<file path="config.mk">
export PLATFORM = sky130hd
export DESIGN_NAME = hls_ap_master
export DESIGN_NICKNAME = d
export VERILOG_FILES = /design/src/rtl/hls_ap_master.sv
export SDC_FILE = /design/constraint.sdc
export NUM_CORES = 1
export LEC_CHECK = 0
export ABC_AREA = 1
export CAP_MARGIN = 20
export CORE_UTILIZATION = 31
export DETAILED_ROUTE_END_ITERATION = 8
export GPL_TIMING_DRIVEN = 1
export RECOVER_POWER = 25
export SETUP_SLACK_MARGIN = 0.3
export SYNTH_ARGS = -nofsm -noshare
export SYNTH_HDL_FRONTEND = slang
export SYNTH_SLANG_ARGS = --single-unit
</file>
<file path="constraint.sdc">
create_clock -name clk_i -period 5.55 [get_ports clk_i]
set_clock_uncertainty 0.1 [all_clocks]
set_input_delay 1.11 -clock clk_i [delete_from_list [all_inputs] [get_ports clk_i]]
set_output_delay 1.11 -clock clk_i [all_outputs]
set_load 0.005 [all_outputs]
</file>
<file path="src/rtl/hls_ap_master.sv">
// hls_ap_master
//   Sequences one ap_ctrl_hs invocation of an HLS core for each accepted
//   command. It measures the latency from the first ap_start_o cycle to
//   ap_done_i and returns the core result, or aborts after TIMEOUT_CYCLES.
//
// Ports
//   clk_i, rstb_i            : clock and asynchronous active-low reset
//   cmd_valid_i/cmd_ready_o  : command handshake (ready only when idle and core idle)
//   ap_start_o               : start to the core, held until ap_ready_i
//   ap_ready_i, ap_done_i,
//   ap_idle_i, ap_return_i   : core status and return value
//   res_valid_o/res_ready_i  : result handshake
//   res_data_o               : captured ap_return_i (0 on timeout)
//   res_cycles_o             : measured latency (TIMEOUT_CYCLES on timeout)
//   res_timeout_o            : result was produced by the timeout
//   err_spurious_o           : sticky, ap_done_i seen when not expected
//   busy_o                   : any state other than IDLE
//
// state | meaning
// ------+------------------------------------------------------------
// IDLE  | waiting for a command while the core reports idle
// START | ap_start_o high, waiting for ap_ready_i
// RUN   | core accepted start, waiting for ap_done_i
// RESP  | result presented, waiting for res_ready_i
module hls_ap_master #(
  parameter int          CNT_W          = 32,
  parameter int unsigned TIMEOUT_CYCLES = 65535
) (
  input  logic             clk_i,
  input  logic             rstb_i,
  input  logic             cmd_valid_i,
  output logic             cmd_ready_o,
  output logic             ap_start_o,
  input  logic             ap_ready_i,
  input  logic             ap_done_i,
  input  logic             ap_idle_i,
  input  logic [31:0]      ap_return_i,
  output logic             res_valid_o,
  input  logic             res_ready_i,
  output logic [31:0]      res_data_o,
  output logic [CNT_W-1:0] res_cycles_o,
  output logic             res_timeout_o,
  output logic             err_spurious_o,
  output logic             busy_o
);

  typedef enum logic [1:0] {
    S_IDLE  = 2'd0,
    S_START = 2'd1,
    S_RUN   = 2'd2,
    S_RESP  = 2'd3
  } state_t;

  localparam logic [CNT_W-1:0] L_TO_LAST = CNT_W'(TIMEOUT_CYCLES - 1);
  localparam logic [CNT_W-1:0] L_TO_VAL  = CNT_W'(TIMEOUT_CYCLES);
  localparam logic [CNT_W-1:0] L_CNT_MAX = {CNT_W{1'b1}};
  localparam logic [CNT_W-1:0] L_ONE     = {{(CNT_W-1){1'b0}}, 1'b1};

  state_t           r_state;
  state_t           w_state_nxt;
  logic [CNT_W-1:0] r_cnt;
  logic [CNT_W-1:0] w_cnt_inc;
  logic [31:0]      r_res_data;
  logic [CNT_W-1:0] r_res_cycles;
  logic             r_res_timeout;
  logic             r_err_spurious;

  logic w_accept;
  logic w_active;
  logic w_done_ok;
  logic w_timeout;
  logic w_spurious;

  assign w_active  = (r_state == S_START) || (r_state == S_RUN);
  assign w_accept  = (r_state == S_IDLE) && cmd_valid_i && ap_idle_i;

  // A done in START only counts when the core accepts start in the same cycle.
  assign w_done_ok = ap_done_i &&
                     (((r_state == S_START) && ap_ready_i) || (r_state == S_RUN));

  // Done on the last allowed cycle takes priority over the abort.
  assign w_timeout = w_active && (r_cnt == L_TO_LAST) && !w_done_ok;

  assign w_spurious = ap_done_i &&
                      ((r_state == S_IDLE) || (r_state == S_RESP) ||
                       ((r_state == S_START) && !ap_ready_i));

  assign w_cnt_inc = (r_cnt == L_CNT_MAX) ? r_cnt : (r_cnt + L_ONE);

  always_comb begin
    w_state_nxt = r_state;
    case (r_state)
      S_IDLE: begin
        if (w_accept) w_state_nxt = S_START;
      end
      S_START: begin
        if (w_done_ok || w_timeout) w_state_nxt = S_RESP;
        else if (ap_ready_i)        w_state_nxt = S_RUN;
      end
      S_RUN: begin
        if (w_done_ok || w_timeout) w_state_nxt = S_RESP;
      end
      S_RESP: begin
        if (res_ready_i) w_state_nxt = S_IDLE;
      end
      default: w_state_nxt = S_IDLE;
    endcase
  end

  always_ff @(posedge clk_i or negedge rstb_i) begin
    if (!rstb_i) begin
      r_state <= S_IDLE;
    end else begin
      r_state <= w_state_nxt;
    end
  end

  always_ff @(posedge clk_i or negedge rstb_i) begin
    if (!rstb_i) begin
      r_cnt <= '0;
    end else if (w_accept) begin
      r_cnt <= '0;
    end else if (w_active) begin
      r_cnt <= w_cnt_inc;
    end
  end

  always_ff @(posedge clk_i or negedge rstb_i) begin
    if (!rstb_i) begin
      r_res_data    <= '0;
      r_res_cycles  <= '0;
      r_res_timeout <= 1'b0;
    end else if (w_done_ok) begin
      r_res_data    <= ap_return_i;
      r_res_cycles  <= w_cnt_inc;
      r_res_timeout <= 1'b0;
    end else if (w_timeout) begin
      r_res_data    <= '0;
      r_res_cycles  <= L_TO_VAL;
      r_res_timeout <= 1'b1;
    end
  end

  always_ff @(posedge clk_i or negedge rstb_i) begin
    if (!rstb_i) begin
      r_err_spurious <= 1'b0;
    end else if (w_spurious) begin
      r_err_spurious <= 1'b1;
    end
  end

  assign cmd_ready_o    = (r_state == S_IDLE) && ap_idle_i;
  assign ap_start_o     = (r_state == S_START);
  assign res_valid_o    = (r_state == S_RESP);
  assign busy_o         = (r_state != S_IDLE);
  assign res_data_o     = r_res_data;
  assign res_cycles_o   = r_res_cycles;
  assign res_timeout_o  = r_res_timeout;
  assign err_spurious_o = r_err_spurious;

endmodule

</file>
==> results.txt <==
On the worst path, the slowest cell contributes a delay of approximately 2200 ps. The worst path required time is approximately 6000 ps. Buffers inserted to repair hold after CTS numbered 0. The share of the yosys chip area belonging to registers is 0.485.

The finished layout holds just over 1k standard cells, fillers aside. The total area inside the core boundary comes to roughly 0.016 mm^2. The synthesis-to-finish area growth is 29.9%. The analysis attributes to cell leakage a power of approximately 3.3 nW. Entering global routing, the biggest net connects 57 pins. In this run the critical register-to-register path is launched from r_state[0]. Using the TritonRoute via totals, the vias-per-cell ratio works out to approximately 4.4. The CTS H-tree depth came out at 3.

The share of total power dissipated in the clock network is 0.239. The worst reg-to-reg setup slack is roughly 2800 ps. The count of yosys warnings during synthesis came out at 0.

The aggregate negative setup slack came out at 0 ps. The worst pin sits at a relative slew slack of -1.09. Counting along the longest clock path gives a buffer depth of 2. The slowest library cell on the worst path is clkbuf_1. The gate count after technology mapping came out at 701.

The met2 layer usage reported by global route is 0.250. The total vias in the final route is approximately 4.5k. Together, buffers and inverters on the worst path number 2. The filler cells instantiated in the layout total between 1.5k and 2k. Along the worst path, the maximum fanout reaches 56.

STA classifies the critical path startpoint as an input port. The worst slack at placement came out at between 2000 and 2500 ps. The final reports fail on max-capacitance violations, max-slew violations. The flow ran to the end, but the final reports show violations. The type of the setup path with the least slack is in2async. Setup repair after global routing left no endpoint under its margin. Routability-driven placement finished with a final weighted congestion of a little under 0.9. The post-synthesis instance area came out at 0.00516 mm^2. The endpoint arrival time on the critical path is around 4000 ps. The number of iterations in the first detailed-routing pass is 4. The proportion of layout cells with a drive suffix above 1 is 0.0571. In this run the count of I/O pins placed on the die edge is between 100 and 150. Post-CTS repair changed the size of 0 cells. Counting cells, the worst reg-to-reg path comes to 11. Of the total power, the share spent switching nets is 0.349. The die covers around 0.017 mm^2. The nature of the critical path endpoint is an async pin. The critical path crosses 2 cells after its start point.

The detailed-route wire length per cell came out at roughly 13 um. The first global-routing pass estimated 22.1 mm of wire. The number of pins exceeding their max-slew limit in the final report was between 50 and 60. Timing would allow up to around 260 MHz.

The horizontal die dimension came out at roughly 130 um. The core utilization of the finished layout came out at 0.417. Clock-pin slew was measured on the worst setup and hold paths at 60 ps. The detailed-route DRC error count is 0.

In this run the most used layer during global routing was met2. The critical path goes through clkbuf_1 > buf_4. Following the worst setup path forward leads to its endpoint at res_cycles_o[22].

The via count of the first global-routing pass is between 4k and 5k. The met3 layer usage reported by global route came out at 0.0257. Of the total power, registers draw 0.373. The number of antenna diodes in the final layout is 0. In the finished design, the share of the clock period the worst path needs comes to 0.680. The net switching power of the design came out at roughly 0.98 mW. In this run the critical register-to-register path is captured at res_cycles_o[22]. For this design, the sink count on the clock tree is 100. The count of input and output buffers came out at 108. The routed design could run at a clock period as short as 3770 ps. Of the total power, combinational logic draws 0.388. The number of violations reported at the end of detailed-routing iteration 0 came out at between 200 and 300. The flip-flop and latch count after synthesis is 100. The cell at the root of the clock tree is clkbuf_16. The number of antenna violations at the first check in global routing is 0. The global-route total usage across every layer came out at 0.170. The number of nets handed over by synthesis was 747. The worst min-delay path class is reg2reg. The clock buffer count from CTS came out at 9. The number of cells after detailed placement is between 1k and 1.5k.

The largest delay contributor family on the critical path is buffers and inverters. The worst IR drop on VDD is around 290 uV. The total count of hold-check failures in the final report came out at 0.

The number of setup buffers added after CTS is 0. In this run the worst setup path begins at rstb_i. The effective utilization at floorplan came out at 0.321. TritonCTS built the clock tree.

The floorplan step set the die height to around 130 um. The average footprint of a synthesized cell came out at about 7.4 um^2. The minimum setup slack in the final design came out at 1780 ps. The count of antenna-violating nets left after detailed routing came out at 0.

The routing usage on met1 came out at 0.242. The power per standard cell area came out at between 400 and 500 mW/mm^2. The final net count came out at roughly 850. The clock latency reported for the late side of the worst-skew pair came out at roughly 360 ps. The unique cell type count in the Yosys netlist came out at 32. The detailed placement HPWL came out at 9.53 mm. The final setup violation count is 0. The sum of overflow across all layers after global routing is 0. The count of maximum capacitance violations is 1. The internal portion of the total power is between 1.5 and 2 mW. The transition time at the pin with the least slew margin came out at 3130 ps. The overall power consumption came out at between 2 and 3 mW. The total wirelength of the detailed-routed design came out at 13.6 mm. The site row count came out at 46.
[cells by family after synthesis]
family	count (synthesis)	synth area share
fa+ha+maj	7	0.0170
simple gates	457	0.361
xor+xnor	15	0.0255
buf+inv	81	0.0684
flops	100	0.485
compound gates	41	0.0434
[cells in the final DEF, fill, tap and decap left out, types with 3 or more instances in the layout]
cell             count
nand3_1             26
nand4_1              6
a31oi_1              5
xor2_1              13
clkdlybuf4s50_1    106
nand2_1            332
inv_2                8
inv_1               51
o21ai_0             27
nand2_2             14
clkbuf_1             4
nor2_1              67
clkbuf_16            9
ha_1                 7
dfrtp_1            100
nor3_1               3
[cell type report]
type                    count  area, um^2  area share
flip-flops and latches    100        2500       0.373
multi-input cells         520        2300       0.344
repair buffers            110        1090       0.163
well taps                 216         270      0.0403
clock buffers              12         236      0.0353
inverters                  60         225      0.0336
clock inverters             4        73.8      0.0110
[power by group through the flow]
stage | Combinational (mW) | Clock (mW) | Sequential, mW
after global placement | 1.10 | 0 | 1.06
after detailed placement | 1.11 | 0 | 1.06
after global routing | 1.23 | 0.717 | 1.07
final | 1.09 | 0.669 | 1.04
after CTS | 1.11 | 0.690 | 1.05
after floorplan | 0.553 | 0 | 1.06
[stage by stage]
step / hold WS (ps) / cell area, um^2
final: 370 / 6700
after global routing: 394 / 6700
after CTS: 372 / 6710
after detailed placement: 344 / 6390
after global placement: 354 / 6390
after floorplan: 351 / 5160
[flip-flops by register name, summed over array words and instances, names as in the netlist]
name / cells
r_state: 2
r_cnt: 32
err_spurious_o: 1
res_cycles_o: 32
res_data_o: 32
res_timeout_o: 1
[routing by layer]
layer | routed length, um | vias to the layer above
li1 | - | 2349
met1 | 6740 | 2080
met2 | 6130 | 105
met3 | 564 | 12
met4 | 188 | 0
met5 | 0 | -
[cell usage after synthesis]
cell type  instances  area, um^2
a21o_1             1        7.51
a21oi_1            1        5.00
a22oi_1            1        7.51
a31oi_1            5        31.3
buf_1              1        3.75
buf_2              9        45.0
buf_6              5        56.3
clkbuf_1           6        22.5
clkinv_1           2        7.51
dfrtp_1          100        2500
ha_1               7        87.6
inv_1             51         191
inv_2              7        26.3
nand2_1          332        1250
nand2_2           14        87.6
nand2_4            1        11.3
nand3_1           26         130
nand4_1            6        37.5
nor2_1            67         251
nor2_2             2        12.5
nor2_4             2        22.5
nor2_8             1        20.0
nor3_1             3        15.0
nor3_2             2        20.0
o211ai_1           1        7.51
o21ai_0           27         135
o21ai_1            2        10.0
o22ai_1            2        12.5
o31ai_1            1        7.51
or2_2              1        6.26
xnor2_1            2        17.5
xor2_1            13         114
[how the worst min path moves through the flow]
stage / slack [ps] / from / end / depth (start not counted)
after floorplan: 350 / err_spurious_o / err_spurious_o / 1
after global placement: 350 / res_data_o[16] / res_data_o[16] / 2
after detailed placement: 340 / err_spurious_o / err_spurious_o / 1
after CTS: 370 / err_spurious_o / err_spurious_o / 1
after global routing: 390 / res_cycles_o[28] / res_cycles_o[28] / 2
final: 370 / res_data_o[12] / res_data_o[12] / 2
(Power assumes the default switching activity.)
